`config.mk`:
```
export PLATFORM = sky130hd
export DESIGN_NAME = control_unit
export DESIGN_NICKNAME = d
export VERILOG_FILES = /design/src/rtl/control_unit.sv
export SDC_FILE = /design/constraint.sdc
export NUM_CORES = 1
export LEC_CHECK = 0
export ABC_AREA = 1
export CELL_PAD_IN_SITES_DETAIL_PLACEMENT = 1
export CELL_PAD_IN_SITES_GLOBAL_PLACEMENT = 1
export CORE_MARGIN = 5
export CORE_UTILIZATION = 21
export CTS_BUF_LIST = sky130_fd_sc_hd__clkbuf_2
export DETAILED_ROUTE_END_ITERATION = 7
export GPL_TIMING_DRIVEN = 0
export PLACE_DENSITY = 0.8
export SYNTH_ARGS = -nofsm -noshare
export SYNTH_HDL_FRONTEND = slang
export SYNTH_SLANG_ARGS = --single-unit
```
`constraint.sdc`:
```
create_clock -name CLK -period 1.25 [get_ports CLK]
set_input_delay 0.25 -clock CLK [delete_from_list [all_inputs] [get_ports CLK]]
set_output_delay 0.25 -clock CLK [all_outputs]
set_load 0.005 [all_outputs]
```
`src/rtl/control_unit.sv`:
```
// Multi-cycle MIPS-subset control unit: a single state register plus
// combinational decode of state, opcode and the ALU zero/sign flags.
module control_unit (
  input  logic       CLK,
  input  logic       RST,
  input  logic [5:0] opcode,
  input  logic       zero,
  input  logic       sign,
  output logic       PCWre,
  output logic [1:0] PCSrc,
  output logic       IRWre,
  output logic       RegWre,
  output logic       mRD,
  output logic       mWR,
  output logic       ALUSrcA,
  output logic       ALUSrcB,
  output logic       DBDataSrc,
  output logic       WrRegDSrc,
  output logic       ExtSel,
  output logic [1:0] RegDst,
  output logic [2:0] ALUOp,
  output logic [2:0] state
);

  typedef enum logic [2:0] {
    S_IF    = 3'b000,
    S_ID    = 3'b001,
    S_EXE_L = 3'b010,
    S_MEM   = 3'b011,
    S_WB_L  = 3'b100,
    S_EXE_B = 3'b101,
    S_EXE_A = 3'b110,
    S_WB_A  = 3'b111
  } state_e;

  localparam logic [5:0] OP_ADD  = 6'b000000;
  localparam logic [5:0] OP_SUB  = 6'b000001;
  localparam logic [5:0] OP_ADDI = 6'b000010;
  localparam logic [5:0] OP_OR   = 6'b010000;
  localparam logic [5:0] OP_AND  = 6'b010001;
  localparam logic [5:0] OP_ORI  = 6'b010010;
  localparam logic [5:0] OP_SLL  = 6'b011000;
  localparam logic [5:0] OP_SLT  = 6'b100110;
  localparam logic [5:0] OP_SLTI = 6'b100111;
  localparam logic [5:0] OP_SW   = 6'b110000;
  localparam logic [5:0] OP_LW   = 6'b110001;
  localparam logic [5:0] OP_BEQ  = 6'b110100;
  localparam logic [5:0] OP_BNE  = 6'b110101;
  localparam logic [5:0] OP_BLTZ = 6'b110110;
  localparam logic [5:0] OP_J    = 6'b111000;
  localparam logic [5:0] OP_JR   = 6'b111001;
  localparam logic [5:0] OP_JAL  = 6'b111010;
  localparam logic [5:0] OP_HALT = 6'b111111;

  state_e state_q;
  state_e state_d;

  logic       is_arith_s;
  logic       is_branch_s;
  logic       is_mem_s;
  logic       is_jump_s;
  logic       is_halt_s;
  logic       br_taken_s;
  logic [1:0] jump_src_s;
  logic [1:0] reg_dst_s;
  logic [2:0] alu_op_s;
  logic       alu_src_a_s;
  logic       alu_src_b_s;
  logic       db_data_src_s;
  logic       wr_reg_d_src_s;
  logic       ext_sel_s;

  logic       pc_wre_s;
  logic [1:0] pc_src_s;
  logic       ir_wre_s;
  logic       reg_wre_s;
  logic       mrd_s;
  logic       mwr_s;

  // Opcode decode: instruction class and the state-independent datapath selects
  always_comb begin
    is_arith_s     = 1'b0;
    is_branch_s    = 1'b0;
    is_mem_s       = 1'b0;
    is_jump_s      = 1'b0;
    is_halt_s      = 1'b0;
    br_taken_s     = 1'b0;
    jump_src_s     = 2'b11;
    reg_dst_s      = 2'b01;
    alu_op_s       = 3'b000;
    alu_src_a_s    = 1'b0;
    alu_src_b_s    = 1'b0;
    db_data_src_s  = 1'b0;
    wr_reg_d_src_s = 1'b1;
    ext_sel_s      = 1'b1;
    case (opcode)
      OP_ADD: begin
        is_arith_s = 1'b1;
        reg_dst_s  = 2'b10;
      end
      OP_SUB: begin
        is_arith_s = 1'b1;
        reg_dst_s  = 2'b10;
        alu_op_s   = 3'b001;
      end
      OP_ADDI: begin
        is_arith_s  = 1'b1;
        alu_src_b_s = 1'b1;
      end
      OP_OR: begin
        is_arith_s = 1'b1;
        reg_dst_s  = 2'b10;
        alu_op_s   = 3'b011;
      end
      OP_AND: begin
        is_arith_s = 1'b1;
        reg_dst_s  = 2'b10;
        alu_op_s   = 3'b100;
      end
      OP_ORI: begin
        is_arith_s  = 1'b1;
        alu_op_s    = 3'b011;
        alu_src_b_s = 1'b1;
        ext_sel_s   = 1'b0;
      end
      OP_SLL: begin
        is_arith_s  = 1'b1;
        reg_dst_s   = 2'b10;
        alu_op_s    = 3'b010;
        alu_src_a_s = 1'b1;
      end
      OP_SLT: begin
        is_arith_s = 1'b1;
        reg_dst_s  = 2'b10;
        alu_op_s   = 3'b110;
      end
      OP_SLTI: begin
        is_arith_s  = 1'b1;
        alu_op_s    = 3'b110;
        alu_src_b_s = 1'b1;
      end
      OP_SW: begin
        is_mem_s    = 1'b1;
        alu_src_b_s = 1'b1;
      end
      OP_LW: begin
        is_mem_s      = 1'b1;
        alu_src_b_s   = 1'b1;
        db_data_src_s = 1'b1;
      end
      OP_BEQ: begin
        is_branch_s = 1'b1;
        alu_op_s    = 3'b001;
        br_taken_s  = zero;
      end
      OP_BNE: begin
        is_branch_s = 1'b1;
        alu_op_s    = 3'b001;
        br_taken_s  = ~zero;
      end
      OP_BLTZ: begin
        is_branch_s = 1'b1;
        alu_op_s    = 3'b001;
        br_taken_s  = sign;
      end
      OP_J: begin
        is_jump_s = 1'b1;
      end
      OP_JR: begin
        is_jump_s  = 1'b1;
        jump_src_s = 2'b10;
      end
      OP_JAL: begin
        is_jump_s      = 1'b1;
        reg_dst_s      = 2'b00;
        wr_reg_d_src_s = 1'b0;
      end
      OP_HALT: begin
        is_halt_s = 1'b1;
      end
      default: begin
        is_arith_s = 1'b0;
      end
    endcase
  end

  // Next-state and per-state strobes; undecoded opcodes retire in ID as NOPs
  always_comb begin
    state_d   = state_q;
    pc_wre_s  = 1'b0;
    pc_src_s  = 2'b00;
    ir_wre_s  = 1'b0;
    reg_wre_s = 1'b0;
    mrd_s     = 1'b0;
    mwr_s     = 1'b0;
    case (state_q)
      S_IF: begin
        ir_wre_s = 1'b1;
        state_d  = S_ID;
      end
      S_ID: begin
        if (is_halt_s) begin
          state_d = S_ID;
        end else if (is_jump_s) begin
          state_d   = S_IF;
          pc_wre_s  = 1'b1;
          pc_src_s  = jump_src_s;
          reg_wre_s = ~wr_reg_d_src_s;
        end else if (is_branch_s) begin
          state_d = S_EXE_B;
        end else if (is_mem_s) begin
          state_d = S_EXE_L;
        end else if (is_arith_s) begin
          state_d = S_EXE_A;
        end else begin
          state_d  = S_IF;
          pc_wre_s = 1'b1;
        end
      end
      S_EXE_B: begin
        state_d  = S_IF;
        pc_wre_s = 1'b1;
        pc_src_s = br_taken_s ? 2'b01 : 2'b00;
      end
      S_EXE_L: begin
        state_d = S_MEM;
      end
      S_MEM: begin
        if (db_data_src_s) begin
          state_d = S_WB_L;
          mrd_s   = 1'b1;
        end else begin
          state_d  = S_IF;
          mwr_s    = 1'b1;
          pc_wre_s = 1'b1;
        end
      end
      S_WB_L: begin
        state_d   = S_IF;
        reg_wre_s = 1'b1;
        pc_wre_s  = 1'b1;
      end
      S_EXE_A: begin
        state_d = S_WB_A;
      end
      S_WB_A: begin
        state_d   = S_IF;
        reg_wre_s = 1'b1;
        pc_wre_s  = 1'b1;
      end
      default: begin
        state_d = S_IF;
      end
    endcase
  end

  // State register; reset wins over any transition, including halt
  always_ff @(posedge CLK) begin
    if (!RST) begin
      state_q <= S_IF;
    end else begin
      state_q <= state_d;
    end
  end

  // Architectural write strobes are suppressed while reset is held
  assign PCWre     = RST & pc_wre_s;
  assign RegWre    = RST & reg_wre_s;
  assign mRD       = RST & mrd_s;
  assign mWR       = RST & mwr_s;
  assign PCSrc     = pc_src_s;
  assign IRWre     = ir_wre_s;
  assign ALUSrcA   = alu_src_a_s;
  assign ALUSrcB   = alu_src_b_s;
  assign DBDataSrc = db_data_src_s;
  assign WrRegDSrc = wr_reg_d_src_s;
  assign ExtSel    = ext_sel_s;
  assign RegDst    = reg_dst_s;
  assign ALUOp     = alu_op_s;
  assign state     = state_q;

endmodule

```
## Word level (Yosys, flattened, before mapping)

Index checks and enable logic that the tools add are counted.

| storage, ports and cells | value |
|---|---|
| register bits | 3 |
| input port bits | 10 |
| output and inout port bits | 20 |
| logic and storage cells | 82 |

| cells by class | value |
|---|---|
| equal/unequal tests | 24 |
| mux-type cells | 39 |
| bitwise gates (word level) | 5 |
| reduce and logical (&&, ||, !) cells | 13 |

Operators by type and width:

| kind | number |
|---|---|
| 6-bit equality test, second input constant | 11 |
| 6-bit by 5-bit equality test with 1-bit output, second input constant | 4 |
| 1-bit 2-to-1 mux | 24 |
| 3-bit 2-to-1 mux | 6 |
| 3-bit case mux with 6 select lines | 1 |
| 3-bit case mux with 5 select lines | 1 |
| 3-bit equality test, second input constant | 4 |
| 3-bit OR reduction | 3 |
| 9-bit OR reduction | 1 |
| 2-bit case mux with 2 select lines | 2 |
| 2-bit OR reduction | 4 |
| 3-bit by 2-bit equality test with 1-bit output, second input constant | 2 |
| 6-bit by 1-bit equality test with 1-bit output, second input constant | 1 |
| 6-bit by 2-bit equality test with 1-bit output, second input constant | 1 |
| 6-bit zero test | 1 |
| 1-bit case mux with 3 select lines | 2 |
| 6-bit OR reduction | 1 |
| 5-bit OR reduction | 1 |
| 1-bit AND | 4 |
| 2-bit 2-to-1 mux | 2 |
| 4-bit OR reduction | 1 |
| 3-bit by 1-bit equality test with 1-bit output, second input constant | 1 |
| 3-bit zero test | 1 |
| 1-bit case mux with 2 select lines | 1 |
| 1-bit NOT | 1 |

## Depth between registers and ports, before layout

Gate-level depths: netlist of the first run.

| depth | value |
|---|---|
| depth in word-level cells | 10 |
| depth in mapped cells | 9 |
| depth with buffers taken out | 9 |

## Worst setup path before layout of the first run

No wires, ideal clock.

| path | value |
|---|---|
| kind | flip-flop to output port |
| start | register state_q[2], in the netlist state[2] |
| end | output PCWre |
| arrival time | 1108 ps |
| required time | 1000 ps |
| path slack | -108 ps |
| stages on the path, launching flop included | 9 |
| buffers on the path | 1 |
| cell sequence | dfxtp_1 -> buf_2 -> nor2_1 -> inv_1 -> nor2_4 -> nand2_1 -> nor2_1 -> nand3_1 -> a21oi_1 |

| between the ends | value |
|---|---|
| cells in the longest elaborated chain, start to end | 4 |
| elaborated cells on any way between the ends | 8 |
| classes of those cells | eq/ne: 5; mux: 1; bitwise: 1; reduce/logical: 1 |

RTL lines:

| item | RTL line | source |
|---|---|---|
| start, declared | 55 | `state_e state_q;` |
| start signal, assigned | 262 | `state_q <= state_d;` |
| 3-bit equality test | 196 | `case (state_q)` |
| 3-bit OR reduction (no source line) | - |  |
| 1-bit case mux with 3 select lines * | 196 |  |
| 1-bit AND * | 267 | `assign PCWre = RST & pc_wre_s;` |
| end, declared | 9 | `output logic PCWre,` |

Every way passes the cells marked *; elsewhere a longest branch is shown, timed or not.

## Final worst setup path of the first run

| path | value |
|---|---|
| start | register state_q[0], in the netlist state[0] |
| end | output PCWre |

The elaborated chain is that of the path after synthesis.

==> summary.txt, run 1 <==
STA
  – Fin crit period: 1.64 ns
  – Worst-Margin Slew: 0.279 ns
  – Setup violators final: 17
  – Period Utilization, post-route: 1.31
  – Relative slew slack: 0.813
  – RSZ-0062 raised after global routing: yes
  – WHS: 0.612 ns
  – Worst Clk Skew: 0.0137 ns
  – FMAX: 611 MHz
  – Slack of the critical path: -0.388 ns
  – Final Hold Fails: 0
  – Max Slew Vio Count: 0

Pwr
  – Cell Int Power: 0.389 mW
  – Sw frac: 0.433
  – Net switching power: 0.298 mW
  – Combinational share of power: 0.615
  – Clock Power Share: 0.227
  – Pwr per Cell Area: 451 mW/mm^2
  – Leak Pwr: 0.750 nW
  – Sequential power share: 0.157
  – Peak VDD IR: 0.416 mV

Placement
  – GPL Wtd Cong: 0.807
  – Pre-CTS setup slack: -1.21 ns
  – Port bufs: 29
  – Placed Cells: 162
  – Placed inst area: 847 um^2
  – HPWL after DPL: 1610 um

Detailed routing
  – Average wire per standard cell: 19.5 um
  – # DRC: 0
  – Post-route ant nets: 0
  – 1st-iter DRT viols: 35
  – Post-DR vias/cell: 4.92
  – WL final: 3990 um
  – Via count: 1009
  – Drt first pass iters: 4

Cells and area
  – Fin nets: 186
  – Max reg flops: 3
  – Finished Layout Cells: 205
  – Design area: 0.00152 mm^2
  – Layout area overhead: 195%
  – Antenna Diode Count: 0
  – Most common cell after layout, fill and taps aside: buf_4
  – Utilization after layout: 0.632
  – Share of cells above drive strength 1: 0.783
  – Most frequent cells in the layout: buf_4 (25), buf_6 (21), nor2_4 (15), nand2_1 (12), buf_2 (11)

Logic synthesis
  – Average size of a mapped cell: 5.00 um^2
  – Share of the synthesized area in the top cell type: 0.189
  – Seq/Total Area, Yosys: 0.117
  – #FFs+latches synth: 3
  – Netlist Area Pre-Place: 515 um^2
  – Synthesis warning total: 0
  – Synthesized Nets: 113
  – Post-Synthesis Cells: 103
  – Main area contributors after synthesis: nand2_1 (19%), inv_1 (12%), dfxtp_1 (12%)
  – Yosys cell types: 19
  – Area leader, netlist: nand2_1

Critical path
  – Startpoint types: flop
  – Crit path max fanout: 4
  – Crit path top cell by count: nor2_4
  – Critical path, cell by cell: inv_2, nor2_4, nand2_2, nor2_4, nand3_2, a21oi_2, buf_2
  – CP arrival: 1.39 ns
  – Critical Path End Type: primary output
  – Critical Path RT: 1.00 ns
  – Max incr delay on CP: 0.38 ns
  – Kind of critical path: flop to primary output
  – CP max-delay cell: dfxtp_2

Global routing
  – Vias in the first global route: 1086
  – Global route overflow: 0
  – Largest net degree at the start of global routing: 8
  – First-pass GRT wire length: 5490 um
  – Antenna violations before repair: 0
  – Overall routing resource usage: 0.213

CTS
  – Clk buf depth: 2
  – Inserted Clock Buffers: 3
  – Root Buffer: clkbuf_2
  – Worst-path clk slew: 0.06 ns
  – TritonCTS clock tree: done
  – # hold bufs at CTS: 0
  – CTS HTree Levels: 1
  – Clock latency at the later pin of the worst-skew pair: 0.24 ns
  – Clock Sinks: 3

Die
  – I/O Pins: 30
  – Floorplan die area: 0.00355 mm^2
  – Initial Utilization: 0.214
  – Rows: 18
  – Total core area: 0.00241 mm^2
  – Die Span X: 59.5 um
  – Die height: 59.5 um

Flow run
  – Max-Cap Viols: 0

Worst hold path
  – Tightest Hold Check Type: flop to flop

Status
  – Status: complete, but fails checks
  – Failing checks: negative setup slack
area by class of cell:
cell class	instances	area, um^2
inverter	19	111
clock buffer	4	20.0
fill	297	887
tap	30	37.5
timing repair buffer	69	624
sequential	3	68.8
multi-input combinational	80	661
worst paths after layout:
path	from	endpoint	slack, ns	cells after the start
max	state[0]$_SDFF_PN0_	PCWre	-0.39	7
min	state[1]$_SDFF_PN0_	state[1]$_SDFF_PN0_	0.61	2
max reg2reg	state[0]$_SDFF_PN0_	state[0]$_SDFF_PN0_	0	7
min reg2reg	state[1]$_SDFF_PN0_	state[1]$_SDFF_PN0_	0.61	2
cell families (layout without fill, tap and decap cells):
family,count (synthesis),count (layout),share of synthesized area
AND/OR/NAND/NOR,69,69,0.619
AO/OA/AOI/OAI,11,11,0.117
flip-flops,3,3,0.117
buffers and inverters,20,92,0.148
metrics by stage:
| stage | total power [mW] | TNS, ns |
|---|---|---|
| floorplan | 0.202 | -0.104 |
| global placement | 0.303 | -16.36 |
| detailed placement | 0.306 | -16.92 |
| CTS | 0.605 | -3.15 |
| global route | 0.726 | -4.20 |
| finish | 0.687 | -3.10 |
per-layer routing:
layer / up-vias / global-route usage / share of wire
met4: 0 / 0.0443 / 0.022
met1: 504 / 0.267 / 0.44
met5: - / 0 / 0
li1: 475 / - / -
met3: 6 / 0.0501 / 0.034
met2: 24 / 0.368 / 0.50
what timing repair did:
item / CTS / global route
resized for setup: 187 / 48
setup buffers: 36 / 13
gates cloned: 0 / 0
pin swaps: 28 / 28
endpoints found under the setup margin: 23 / 21
worst max-delay path, delay by kind of cell, from the launching register on:
family	cells	cell delay, ns
and+or+nand+nor	4	0.43
DFF	1	0.38
buffers and inverters	2	0.21
AOI/OAI and AO/OA	1	0.13
synth_stat cells:
cell / number
nand2_1: 26
inv_1: 17
nor2_1: 16
nand3_1: 11
a21oi_1: 7
nor2_2: 6
dfxtp_1: 3
inv_2: 2
nand4_1: 2
nor3_1: 2
nor4_1: 2
o21ai_0: 2
a22oi_1: 1
buf_2: 1
nand2_2: 1
nor2_4: 1
nor3_2: 1
o211ai_1: 1
or2_2: 1
power by group through the flow:
stage	logic, mW	clock network, mW	registers (mW)
2_1_floorplan	0.0942	0	0.107
3_3_place_gp	0.196	0	0.107
3_5_place_dp	0.198	0	0.108
4_1_cts	0.338	0.159	0.107
5_1_grt	0.447	0.170	0.110
6_report	0.423	0.156	0.108
No activity file was read; power rests on OpenSTA's default activity.
==> run 2, diff against run 1 <==
Settings changed: TNS_END_PERCENT set to 5.
==> run 2 against run 1 <==
Effect of this change: the flow still finishes with violations (negative setup slack); utilization down 11 points; non-clock buffer count down 17; power down 13%; largest cell class unchanged.
==> summary.txt, run 2 (same netlist as run 1, synthesis figures left out) <==
STA
  – Relative slew slack: 0.839
  – Worst Clk Skew: 0.00171 ns
  – Worst-Margin Slew: 0.240 ns
  – Max Slew Vio Count: 0
  – Setup violators final: 16
  – Period Utilization, post-route: 1.32
  – FMAX: 604 MHz
  – Slack of the critical path: -0.405 ns
  – Fin crit period: 1.65 ns
  – Final Hold Fails: 0
  – RSZ-0062 raised after global routing: yes

Cells and area
  – Antenna Diode Count: 0
  – Share of cells above drive strength 1: 0.614
  – Fin nets: 169
  – Max reg flops: 3
  – Finished Layout Cells: 188
  – Layout area overhead: 145%
  – Most frequent cells in the layout: nand2_1 (14), buf_4 (14), buf_6 (10), nor2_4 (9)
  – Utilization after layout: 0.524

Global routing
  – Overall routing resource usage: 0.177
  – Global route overflow: 0
  – Antenna violations before repair: 0
  – Largest net degree at the start of global routing: 8
  – Vias in the first global route: 967
  – First-pass GRT wire length: 4720 um

Placement
  – Port bufs: 29
  – HPWL after DPL: 1610 um
  – Placed Cells: 162
  – GPL Wtd Cong: 0.807

Pwr
  – Peak VDD IR: 0.361 mV
  – Pwr per Cell Area: 475 mW/mm^2
  – Leak Pwr: 0.647 nW

CTS
  – CTS HTree Levels: 1
  – Worst-path clk slew: 0.06 ns
  – TritonCTS clock tree: done
  – Inserted Clock Buffers: 3
  – # hold bufs at CTS: 0
  – Clock latency at the later pin of the worst-skew pair: 0.24 ns
  – Clk buf depth: 2
  – Root Buffer: clkbuf_2
  – Clock Sinks: 3

Critical path
  – Critical Path End Type: primary output
  – Startpoint types: flop
  – Critical Path RT: 1.00 ns
  – Reg2Reg Capture Point: state[0]$_SDFF_PN0_
  – CP arrival: 1.40 ns
  – Crit path max fanout: 3
  – Reg2Reg Depth: 4
  – Critical R2R Launch: state[2]$_SDFF_PN0_
  – Kind of critical path: flop to primary output
  – Register-to-register setup slack: 0.20 ns

Detailed routing
  – # DRC: 0
  – 1st-iter DRT viols: 42
  – WL final: 3530 um
  – Drt first pass iters: 4
  – Average wire per standard cell: 18.8 um
  – Metal3 WL: 197 um
  – Routed wl met2: 1720 um
  – Post-route ant nets: 0
  – Via count: 985
  – Met1 wire length: 1530 um
  – Post-DR vias/cell: 5.24
  – Max Used Layer: met4

Flow run
  – Max-Cap Viols: 0

Die
  – Rows: 18
  – Total core area: 0.00241 mm^2
  – Die Span X: 59.5 um
  – I/O Pins: 30
  – Initial Utilization: 0.214
  – Floorplan die area: 0.00355 mm^2
  – Die height: 59.5 um

Worst hold path
  – Tightest Hold Check Type: primary input to flop
  – Worst Hold Path EP: state[0]$_SDFF_PN0_
  – Hold Path Depth: 5
  – Hold Path Origin: opcode[2]

Status
  – Status: complete, but fails checks
  – Failing checks: negative setup slack
==> run 2: cell count changes in the layout (fill, tap and decap cells not counted), sizes merged <==
| cell | previous run | this run |
|---|---|---|
| inv | 17 | 19 |
| dlygate4sd2 | 2 | 3 |
| clkbuf | 6 | 7 |
| clkinv | 2 | 0 |
| clkdlybuf4s15 | 0 | 3 |
| clkdlybuf4s50 | 3 | 6 |
| buf | 61 | 35 |
| dlymetal6s2s | 1 | 2 |
==> run 2: worst max-delay path by stage <==
stage          cells past startpoint     to  slack (ns)           startpoint
5_1_grt                            8  PCWre       -0.49  state[2]$_SDFF_PN0_
3_5_place_dp                      10  PCWre       -1.21            opcode[2]
3_3_place_gp                      10  PCWre       -1.16            opcode[2]
4_1_cts                            9  PCWre       -0.51  state[2]$_SDFF_PN0_
2_1_floorplan                      8  PCWre       -0.10  state[2]$_SDFF_PN0_
6_report                           8  PCWre       -0.40  state[2]$_SDFF_PN0_
==> run 2: report_power, final <==
part           internal, mW  total, mW  switching [mW]
sequential            0.100      0.107         0.00660
combinational         0.154      0.331           0.177
clock                0.0847      0.161          0.0767
total                 0.339      0.599           0.260
==> run 2: layout make-up <==
cell class	count	area (um^2)
Multi-Input combinational cell	80	552
Fill cell	314	1150
Clock buffer	4	20.0
Sequential cell	3	66.3
Timing Repair Buffer	52	493
Inverter	19	93.8
Tap cell	30	37.5
==> run 2: what timing repair did <==
item / 4_1_cts / 5_1_grt
hold endpoints to repair: 0 / 0
gates resized for setup: 99 / 69
setup endpoints to repair: 23 / 20
buffers inserted: 18 / 6
pin swaps: 15 / 15
==> run 2: per-stage QoR <==
stage | power, mW | TNS (ns) | worst slack (ns) | hold WS [ns] | instance area [um^2]
floorplan | 0.202 | -0.104 | -0.104 | 0.466 | 519
global placement | 0.303 | -16.36 | -1.16 | 0.611 | 847
detailed placement | 0.306 | -16.92 | -1.21 | 0.609 | 847
CTS | 0.509 | -5.47 | -0.508 | 0.450 | 1060
global route | 0.629 | -5.27 | -0.492 | 0.538 | 1260
finish | 0.599 | -4.35 | -0.405 | 0.500 | 1260
==> run 2: routing by layer <==
metal  global-route usage  up-vias
met5                    0        -
met4               0.0475        0
met3               0.0370        8
met2                0.296       47
met1                0.228      491
li1                     -      439
==> run 2: critical path: stages (launching register included) <==
cell and delay [ns]:
dfxtp_2 0.35, nor2_4 0.10, inv_2 0.05, nor2_4 0.10, nand2_2 0.07, nor2_2 0.11
nand3_2 0.09, a21oi_2 0.16, buf_2 0.13
